### config.mk
export PLATFORM = sky130hd
export DESIGN_NAME = chan_mem_arb_flat
export DESIGN_NICKNAME = d
export VERILOG_FILES = /design/src/rtl/chan_mem_arb_pkg.sv /design/src/rtl/chan_mem_arb_if.sv /design/src/rtl/chan_mem_arb.sv /design/src/flat_wrapper.sv
export SDC_FILE = /design/constraint.sdc
export NUM_CORES = 1
export LEC_CHECK = 0
export BUFFER_PORTS_ARGS = -buffer_cell sky130_fd_sc_hd__buf_2
export CAP_MARGIN = 20
export CORE_MARGIN = 2
export CORE_UTILIZATION = 37
export CTS_BUF_LIST = sky130_fd_sc_hd__clkbuf_8 sky130_fd_sc_hd__clkbuf_16
export DETAILED_ROUTE_END_ITERATION = 6
export PLACE_DENSITY = 0.86
export SYNTH_ARGS = -nofsm -noshare
export SYNTH_HDL_FRONTEND = slang
export SYNTH_SLANG_ARGS = --single-unit
export TNS_END_PERCENT = 20
### constraint.sdc
create_clock -name clk -period 2.3 [get_ports clk]
set_clock_uncertainty 0.2 [all_clocks]
set_input_delay 0.46 -clock clk [delete_from_list [all_inputs] [get_ports clk]]
set_output_delay 0.46 -clock clk [all_outputs]
set_load 0.05 [all_outputs]
### src/rtl/chan_mem_arb_pkg.sv
// Shared types and widths for the channel-state memory arbiter.
package chan_mem_arb_pkg;

  localparam int unsigned CH_WORD_AW = 7;
  localparam int unsigned CH_DATA_W  = 32;
  localparam int unsigned BYTE_W     = 8;
  localparam int unsigned CH_BE_W    = CH_DATA_W / BYTE_W;
  localparam int unsigned LANE_W     = 2;
  localparam int unsigned HOST_AW    = CH_WORD_AW + LANE_W;

  typedef enum logic [2:0] {
    ST_IDLE  = 3'd0,
    ST_WR    = 3'd1,
    ST_RD    = 3'd2,
    ST_RDCAP = 3'd3,
    ST_DONE  = 3'd4
  } host_st_e;

  // Host byte address split into channel-state word and byte lane
  typedef struct packed {
    logic [CH_WORD_AW-1:0] word;
    logic [LANE_W-1:0]     lane;
  } host_addr_t;

  function automatic logic [CH_BE_W-1:0] lane_be(input logic [LANE_W-1:0] lane);
    return CH_BE_W'(1) << lane;
  endfunction

  function automatic logic [BYTE_W-1:0] lane_byte(input logic [CH_DATA_W-1:0] word,
                                                  input logic [LANE_W-1:0]    lane);
    return word[{lane, 3'b000} +: BYTE_W];
  endfunction

endpackage

### src/rtl/chan_mem_arb_if.sv
// Host byte-access port: level requests held until a one-cycle ack.
interface chan_mem_arb_if;
  import chan_mem_arb_pkg::*;

  host_addr_t          host_addr;
  logic [BYTE_W-1:0]   host_wdata;
  logic                host_wr_req;
  logic                host_rd_req;
  logic                host_ack;
  logic [BYTE_W-1:0]   host_rdata;

  modport master (
    output host_addr, host_wdata, host_wr_req, host_rd_req,
    input  host_ack, host_rdata
  );

  modport slave (
    input  host_addr, host_wdata, host_wr_req, host_rd_req,
    output host_ack, host_rdata
  );

endinterface

### src/rtl/chan_mem_arb.sv
// Arbitrates a byte-wide host port against the channel controller on the
// channel-state RAM, and gates the period sync strobe around host accesses.
module chan_mem_arb
  import chan_mem_arb_pkg::*;
(
  input  logic                  clk,
  input  logic                  rst_n,
  chan_mem_arb_if.slave         host,
  input  logic                  sync_in,
  output logic                  sync_out,
  output logic                  sync_ovr,
  input  logic                  ctl_busy,
  input  logic [CH_WORD_AW-1:0] ctl_rd_addr,
  input  logic [CH_WORD_AW-1:0] ctl_wr_addr,
  input  logic [CH_DATA_W-1:0]  ctl_wr_data,
  input  logic                  ctl_wr_stb,
  output logic [CH_DATA_W-1:0]  ctl_rd_data,
  output logic [CH_WORD_AW-1:0] mem_rd_addr,
  input  logic [CH_DATA_W-1:0]  mem_rd_data,
  output logic [CH_WORD_AW-1:0] mem_wr_addr,
  output logic [CH_DATA_W-1:0]  mem_wr_data,
  output logic [CH_BE_W-1:0]    mem_wr_be,
  output logic                  mem_wr_stb
);

  host_st_e          r_st;
  host_st_e          w_st_nxt;
  host_addr_t        r_addr;
  logic [BYTE_W-1:0] r_wdata;
  logic [BYTE_W-1:0] r_host_rdata;
  logic              r_host_ack;
  logic              r_sync_pend;
  logic              r_sync_out;
  logic              r_sync_ovr;
  logic              w_grant_ok;
  logic              w_sync_fire;

  // Host may only start while the controller is parked and no sync is in flight
  assign w_grant_ok  = (r_st == ST_IDLE) && !ctl_busy && !r_sync_pend && !r_sync_out;
  assign w_sync_fire = (r_st == ST_IDLE) && r_sync_pend && !ctl_busy;

  always_ff @(posedge clk or negedge rst_n) begin
    if (!rst_n) r_st <= ST_IDLE;
    else        r_st <= w_st_nxt;
  end

  always_comb begin
    w_st_nxt = r_st;
    case (r_st)
      ST_IDLE: begin
        if (w_grant_ok && host.host_wr_req)      w_st_nxt = ST_WR;
        else if (w_grant_ok && host.host_rd_req) w_st_nxt = ST_RD;
      end
      ST_WR:    w_st_nxt = ST_DONE;
      ST_RD:    w_st_nxt = ST_RDCAP;
      ST_RDCAP: w_st_nxt = ST_DONE;
      ST_DONE:  w_st_nxt = ST_IDLE;
      default:  w_st_nxt = ST_IDLE;
    endcase
  end

  // Memory port mux; a controller write in WR takes the port and drops the host byte
  always_comb begin
    mem_rd_addr = ctl_rd_addr;
    mem_wr_addr = ctl_wr_addr;
    mem_wr_data = ctl_wr_data;
    mem_wr_be   = '1;
    mem_wr_stb  = ctl_wr_stb;
    case (r_st)
      ST_WR: begin
        if (!ctl_wr_stb) begin
          mem_wr_addr = r_addr.word;
          mem_wr_data = {CH_BE_W{r_wdata}};
          mem_wr_be   = lane_be(r_addr.lane);
          mem_wr_stb  = 1'b1;
        end
      end
      ST_RD:   mem_rd_addr = r_addr.word;
      default: ;
    endcase
  end

  always_ff @(posedge clk or negedge rst_n) begin
    if (!rst_n) begin
      r_addr       <= '0;
      r_wdata      <= '0;
      r_host_rdata <= '0;
      r_host_ack   <= 1'b0;
      r_sync_pend  <= 1'b0;
      r_sync_out   <= 1'b0;
      r_sync_ovr   <= 1'b0;
    end else begin
      if ((r_st == ST_IDLE) && (w_st_nxt != ST_IDLE)) begin
        r_addr  <= host.host_addr;
        r_wdata <= host.host_wdata;
      end
      if (r_st == ST_RDCAP) r_host_rdata <= lane_byte(mem_rd_data, r_addr.lane);
      r_host_ack <= (w_st_nxt == ST_DONE);
      // A sync arriving while one is pending merges into it rather than queuing
      r_sync_out  <= w_sync_fire;
      r_sync_ovr  <= sync_in && (r_sync_pend || ctl_busy);
      r_sync_pend <= w_sync_fire ? 1'b0 : (r_sync_pend || sync_in);
    end
  end

  assign host.host_ack   = r_host_ack;
  assign host.host_rdata = r_host_rdata;
  assign sync_out        = r_sync_out;
  assign sync_ovr        = r_sync_ovr;
  assign ctl_rd_data     = mem_rd_data;

endmodule
### src/flat_wrapper.sv
// flat-port wrapper written by rule: the top's interface ports become plain ports
module chan_mem_arb_flat import chan_mem_arb_pkg::*;
  (clk, rst_n, sync_in, sync_out, sync_ovr, ctl_busy, ctl_rd_addr, ctl_wr_addr, ctl_wr_data, ctl_wr_stb, ctl_rd_data, mem_rd_addr, mem_rd_data, mem_wr_addr, mem_wr_data, mem_wr_be, mem_wr_stb, host_host_addr, host_host_wdata, host_host_wr_req, host_host_rd_req, host_host_ack, host_host_rdata);
  chan_mem_arb_if host_i ();
  input  logic clk;
  input  logic rst_n;
  input  logic sync_in;
  output logic sync_out;
  output logic sync_ovr;
  input  logic ctl_busy;
  input  logic [CH_WORD_AW-1:0] ctl_rd_addr;
  input  logic [CH_WORD_AW-1:0] ctl_wr_addr;
  input  logic [CH_DATA_W-1:0] ctl_wr_data;
  input  logic ctl_wr_stb;
  output logic [CH_DATA_W-1:0] ctl_rd_data;
  output logic [CH_WORD_AW-1:0] mem_rd_addr;
  input  logic [CH_DATA_W-1:0] mem_rd_data;
  output logic [CH_WORD_AW-1:0] mem_wr_addr;
  output logic [CH_DATA_W-1:0] mem_wr_data;
  output logic [CH_BE_W-1:0] mem_wr_be;
  output logic mem_wr_stb;
  input wire logic [$bits(host_i.host_addr)-1:0] host_host_addr;
  input wire logic [$bits(host_i.host_wdata)-1:0] host_host_wdata;
  input wire logic [$bits(host_i.host_wr_req)-1:0] host_host_wr_req;
  input wire logic [$bits(host_i.host_rd_req)-1:0] host_host_rd_req;
  output wire logic [$bits(host_i.host_ack)-1:0] host_host_ack;
  output wire logic [$bits(host_i.host_rdata)-1:0] host_host_rdata;
  assign host_i.host_addr = host_host_addr;
  assign host_i.host_wdata = host_host_wdata;
  assign host_i.host_wr_req = host_host_wr_req;
  assign host_i.host_rd_req = host_host_rd_req;
  assign host_host_ack = host_i.host_ack;
  assign host_host_rdata = host_i.host_rdata;
  chan_mem_arb u_core (.clk(clk), .rst_n(rst_n), .host(host_i), .sync_in(sync_in), .sync_out(sync_out), .sync_ovr(sync_ovr), .ctl_busy(ctl_busy), .ctl_rd_addr(ctl_rd_addr), .ctl_wr_addr(ctl_wr_addr), .ctl_wr_data(ctl_wr_data), .ctl_wr_stb(ctl_wr_stb), .ctl_rd_data(ctl_rd_data), .mem_rd_addr(mem_rd_addr), .mem_rd_data(mem_rd_data), .mem_wr_addr(mem_wr_addr), .mem_wr_data(mem_wr_data), .mem_wr_be(mem_wr_be), .mem_wr_stb(mem_wr_stb));
endmodule
==> impl_metrics.csv, run 1 <==
group,metric,value,unit
cts,htreeDepth,2,
worst_hold_path,min_path_type,"input pin to flip-flop",
detailed_routing,detail_route.wl_per_cell,15.2,µm
synthesis,async_reset_ff_share,100,%
timing,final_max_slew_viol_count,0,
power,power_density,1140,nW/µm²
floorplanning,floorplan.initialDensity,38.3,%
cts,path_clk_slew,70,ps
timing,finalSetupTns,-8150,ps
synthesis,synth.area.top_cells,"dfrtp_1 37%, mux2_2 17%, nand2_1 17%",
timing,max_clock_freq,0.396,GHz
global_routing,first_global_vias,2337,
setup_path,worstPathArrival,1870,ps
timing,headroom_to_the_max_slew_limit,56.1,%
floorplanning,die_height,79.8,µm
timing,finalWorstPathRequiredPeriod,2530,ps
synthesis,synth.ff_latch_count,31,
placed_design,routabilityCongestion,0.801,
timing,final_critical_path_setup_slack,-228,ps
outcome,run_status,"finished, violations left",
cts,tritoncts,"built",
floorplanning,floorplan.rows,27,
cts,total_cts_buffers,5,
detailed_routing,dr_total_vias,2315,
placed_design,dpl_worst_slack,-46.3,ps
power,leakage,1.92,nW
floorplanning,design.core.area,5540,µm²
synthesis,post_synth_most_frequent_cells,"94 x nand2_1, 33 x buf_4, 32 x mux2_2",
synthesis,synth.yosys.seq_area_share,36.5,%
synthesis,synthesized_cell_area,2120,µm²
placed_design,port_buffers,195,
synthesis,yosys.area.top_type,"dfrtp_1",
timing,fin_hold_ws,204,ps
setup_path,setup.worst_path.end_class,"output port",
timing,hold_viol_final,0,
synthesis,synth_enable_flop_cells,0,
cts,cts_root_buf,"clkbuf_8",
floorplanning,die_area,6360,µm²
detailed_routing,routed_wirelength,7220,µm
cts,worst_skew_pair.late_latency,280,ps
timing,rsz0062_at_grt,"true",
detailed_routing,detail_route.iter0.violations,36,
cells_and_area,fin_util,63.4,%
setup_path,timing.critical_path.fanout_max,16,
outcome,failed_checks,"setup timing",
cts,clock-sinks,31,
timing,worst-slew-pin-transition,655,ps
synthesis,post_synth_num_cell_types,23,
synthesis,synthesis.instances,227,
synthesis,synth.net_count,329,
cells_and_area,antennaDiodeCount,0,
cells_and_area,area_delta_synth_final,65.4,%
synthesis,yosys_most_used_dff,"dfrtp_1",
detailed_routing,ant_nets,0,
detailed_routing,dr.pass1.iters,4,
run,max_cap_viol,0,
setup_path,worst-endpoint-required,1640,ps
global_routing,grt_use_total,21.4,%
cells_and_area,final_layout_size_suffix_gt1_share,72.9,%
global_routing,antenna_violations_before_repair,0,
detailed_routing,route.detailed.drc,0,
power,peak_vdd_ir,798,µV
setup_path,type_of_the_worst_setup_path,"flip-flop to output port",
timing,min_period_over_period,110,%
global_routing,grt_first_pass_wirelength,10500,µm
floorplanning,die_width,79.8,µm
synthesis,synth.avg_cell_area,9.36,µm²
detailed_routing,vias_per_cell,4.88,
timing,finalSetupViolations,46,
cts,cts_max_path_buffers,2,
synthesis,synthDominantCellAreaShare,36.5,%
synthesis,yosys_warning_total,0,
synthesis,yosysMostFrequentCell,"nand2_1",
placed_design,post-dp-hpwl,5320,µm
floorplanning,floorplan.io_pins,196,
setup_path,critical_path.startpoint_type,"flip-flop",
global_routing,pin_count_of_the_biggest_net_entering_global_routing,34,
cells_and_area,design.final.nets,503,
global_routing,grt_remaining_overflow,0,
power,total_power,3.99,mW
## routing by layer
layer  part of all wire [%]  GRT usage (%)
met2                     53           42.8
met4                    2.4           7.29
met3                    8.7           4.75
met5                      0              0
met1                     36           21.3
## cell families (layout without fill, tap and decap cells)
logic type | count (synthesis) | after routing | share of synthesized area [%]
AOI/OAI and AO/OA | 9 | 9 | 3.53
DFF | 31 | 31 | 36.5
muxes | 40 | 40 | 25.4
and+or+nand+nor | 103 | 103 | 20.4
buffers and inverters | 44 | 219 | 14.1
## layout make-up
class	count	area, µm²
Timing Repair Buffer	207	1340
Inverter	4	15.0
Tap cell	72	90.1
Clock buffer	7	96.3
Sequential cell	31	782
Clock inverter	1	7.51
Multi-Input combinational cell	152	1190
Fill cell	437	2030
## timing repair
action	4_1_cts	5_1_grt
hold buffers	1	0
gates resized for setup	76	13
endpoints found under the hold margin	16	0
pin swaps	0	1
setup endpoints to repair	50	50
setup buffers	1	0
gates cloned	0	1
## metrics by stage
stage	area, µm²	cells
after floorplan	2230	227
after global placement	3100	463
after detailed placement	3100	463
after CTS	3450	473
after global routing	3510	474
final	3510	474
## critical path, cell delays in order, from the launching register on
cell       delay (ps)
dfrtp_4           510
or4b_4            550
clkbuf_16         210
nand2_1            80
nand2_1            80
buf_6             170
## power breakdown
part	internal, mW	total (mW)	switching (mW)
clock	0.272	0.473	0.201
combinational	0.933	2.46	1.53
sequential	0.813	1.06	0.245
total	2.02	3.99	1.97
## final timing paths
path                                                  end  slack (ps)                      start  cells past startpoint
worst max-delay path                      mem_wr_data[17]        -230       u_core.host.host_ack                      5
max in group asynchronous       u_core.host.host_rdata[4]         950                      rst_n                      3
min in group asynchronous               u_core.r_wdata[3]         460                      rst_n                      2
worst min register to register  u_core.host.host_rdata[3]         310  u_core.host.host_rdata[3]                      1
worst max register to register          u_core.r_wdata[2]         280             u_core.r_st[1]                      4
worst min-delay path                      u_core.sync_ovr         200                    sync_in                      2
## sequential cells by signal (all words and copies together) (netlist names)
name,flops
u_core.host.host_ack,1
u_core.host.host_rdata,8
u_core.r_addr,9
u_core.r_st,2
u_core.r_sync_pend,1
u_core.r_wdata,8
u_core.sync_out,1
u_core.sync_ovr,1
## layout by cell type (no fill, tap or decap), types with 2 or more instances in the layout
master,Yosys,layout
buf_2,3,156
nand2_1,94,64
dfrtp_2,0,2
buf_4,33,13
buf_12,0,2
nor2_1,3,3
mux2_2,32,32
dfrtp_1,31,28
mux4_2,8,8
nand2_4,0,10
o21ai_1,0,4
buf_6,1,34
inv_1,4,4
nand2_2,0,20
clkbuf_8,0,7
Power figures use the tool's default switching activity.
==> inputs of run 2 (changes only) <==
--- a/config.mk
+++ b/config.mk
@@ -11,7 +11,8 @@
 export CORE_UTILIZATION = 37
 export CTS_BUF_LIST = sky130_fd_sc_hd__clkbuf_8 sky130_fd_sc_hd__clkbuf_16
 export DETAILED_ROUTE_END_ITERATION = 6
-export PLACE_DENSITY = 0.86
+export HOLD_SLACK_MARGIN = 0.12
+export PLACE_DENSITY = 0.89
 export SYNTH_ARGS = -nofsm -noshare
 export SYNTH_HDL_FRONTEND = slang
 export SYNTH_SLANG_ARGS = --single-unit
==> impl_metrics.csv, run 2 (synthesis results as in run 1) <==
group,metric,value,unit
outcome,run_status,"finished, violations left",
outcome,failed_checks,"setup timing",
cells_and_area,fin_util,64.1,%
floorplanning,floorplan.initialDensity,38.3,%
floorplanning,floorplan.io_pins,196,
cts,cts_root_buf,"clkbuf_8",
cts,tritoncts,"built",
global_routing,antenna_violations_before_repair,0,
timing,final_critical_path_setup_slack,-204,ps
cells_and_area,final_cell_mix,"149 x buf_2, 65 x nand2_1, 47 x buf_6",
timing,min_period_over_period,109,%
global_routing,first_global_vias,2323,
setup_path,timing.critical_path.fanout_max,20,
setup_path,worstSetupEndpoint,"mem_wr_data[29]",
timing,final_max_slew_viol_count,0,
power,peak_vdd_ir,631,µV
detailed_routing,detail_route.iter0.violations,66,
power,intPower,2.05,mW
setup_path,worstReg2RegStart,"u_core.r_st[1]",
timing,headroom_to_the_max_slew_limit,52.3,%
cts,clock-sinks,31,
cts,htreeDepth,2,
power,p_sw_share,49.3,%
worst_hold_path,min_path_type,"input pin to flip-flop",
cells_and_area,antennaDiodeCount,0,
detailed_routing,dr.pass1.iters,4,
cells_and_area,largest_reg_flops,9,
setup_path,critical_path.max_stage_delay,550,ps
placed_design,dpl_worst_slack,-51.0,ps
cts,worst_skew_pair.late_latency,270,ps
cells_and_area,largest-register,"u_core.r_addr",
timing,finalWorstPathRequiredPeriod,2500,ps
cts,path_clk_slew,60,ps
power,p_sw,1.99,mW
detailed_routing,route.detailed.drc,0,
setup_path,worstPathArrival,1840,ps
detailed_routing,dr_total_vias,2303,
setup_path,setup.worst_path.end_class,"output port",
cells_and_area,area_delta_synth_final,67.3,%
power,seqPwrFrac,25.6,%
power,leakage,1.94,nW
power,power_density,1140,nW/µm²
floorplanning,die_width,79.8,µm
setup_path,worstPathCellList,"or4b_4 > buf_12 > nand2_1 > nand2_4 > buf_6",
global_routing,grt_first_pass_wirelength,10900,µm
global_routing,pin_count_of_the_biggest_net_entering_global_routing,32,
floorplanning,design.core.area,5540,µm²
timing,worst-slew-pin-transition,715,ps
cells_and_area,final_common_cell,"buf_2",
timing,fin_hold_ws,214,ps
cts,cts_max_path_buffers,2,
timing,max_clock_freq,0.399,GHz
placed_design,port_buffers,195,
floorplanning,floorplan.rows,27,
cells_and_area,final_layout_size_suffix_gt1_share,72.2,%
setup_path,worst-endpoint-required,1640,ps
setup_path,rrSetupSlack,210,ps
setup_path,ff2ff_path_depth,5,
cts,total_cts_buffers,5,
timing,finalSetupViolations,49,
timing,finalSetupTns,-7350,ps
floorplanning,die_area,6360,µm²
power,share_comb_of_total_power,63.8,%
floorplanning,die_height,79.8,µm
timing,rsz0062_at_grt,"true",
placed_design,post-dp-hpwl,5340,µm
cells_and_area,design.final.nets,501,
detailed_routing,ant_nets,0,
setup_path,critical_path.startpoint_type,"flip-flop",
detailed_routing,detail_route.wl_per_cell,15.3,µm
detailed_routing,routed_wirelength,7210,µm
setup_path,origin_of_the_worst_setup_path,"u_core.host.host_ack",
setup_path,type_of_the_worst_setup_path,"flip-flop to output port",
global_routing,grt_use_total,22.5,%
timing,hold_viol_final,0,
power,total_power,4.04,mW
global_routing,grt_remaining_overflow,0,
detailed_routing,vias_per_cell,4.89,
setup_path,cpMaxStageDelayCell,"or4b_4",
setup_path,crit-reg2reg-capture,"u_core.r_addr[8]",
placed_design,routabilityCongestion,0.756,
run,max_cap_viol,0,
power,share_clk_of_total_power,10.5,%
worst_hold_path,timing.hold.worst_path_depth,2,
-- run 2: cell types whose count changed in the layout (fill, tap and decap cells not counted), sizes merged --
cell and change:
buf -1, clkbuf -2, clkinv +1, clkinvlp -1
-- run 2: timing repair --
action	in CTS	in global routing
gates resized for setup	92	17
pin swaps	2	0
endpoints found under the setup margin	45	50
hold buffers	1	0
hold endpoints to repair	31	0
setup buffers	2	0
cloned	1	0
-- run 2: metrics by stage --
step                      std cells  area, µm²
after global placement          460       3080
final                           471       3550
after CTS                       471       3500
after detailed placement        460       3080
after floorplan                 227       2230
after global routing            471       3550
-- run 2: worst min-delay path by stage --
stage	slack, ps	to	start
2_1_floorplan	-40	u_core.host.host_rdata[0]	rst_n
3_3_place_gp	280	u_core.host.host_rdata[7]	u_core.host.host_rdata[7]
3_5_place_dp	290	u_core.host.host_rdata[7]	u_core.host.host_rdata[7]
4_1_cts	200	u_core.r_addr[2]	host_host_addr[2]
5_1_grt	190	u_core.r_wdata[6]	host_host_wdata[6]
6_report	210	u_core.r_addr[2]	host_host_addr[2]
-- run 2: power groups by stage --
stage               combinational [mW]  sequential (mW)  clock [mW]
finish                            2.58             1.03       0.426
global route                      2.70             1.08       0.472
CTS                               2.56             1.03       0.446
detailed placement                2.29             1.05           0
global placement                  2.24             1.02           0
floorplan                         1.54             1.27           0
-- run 2: metal layers --
layer	share of wire (%)	routed length (µm)	track usage (%)
met2	53	3830	43.0
met5	0	0	0
met1	35	2490	22.6
met3	9.9	712	6.00
met4	2.4	171	9.66
-- run 2: worst max-delay path, delay by kind of cell, from the launching register on --
family / cells / cell delay [ps]
AND/OR/NAND/NOR: 3 / 730
flip-flops: 1 / 500
buffers and inverters: 2 / 330
-- run 2: layout make-up --
| cell class | count | area [µm²] |
|---|---|---|
| fillers | 427 | 1990 |
| flip-flops and latches | 31 | 781 |
| well taps | 72 | 90.1 |
| clock inverters | 1 | 5.00 |
| inverters | 4 | 15.0 |
| repair buffers | 205 | 1390 |
| clock buffers | 6 | 82.6 |
| multi-input cells | 152 | 1190 |
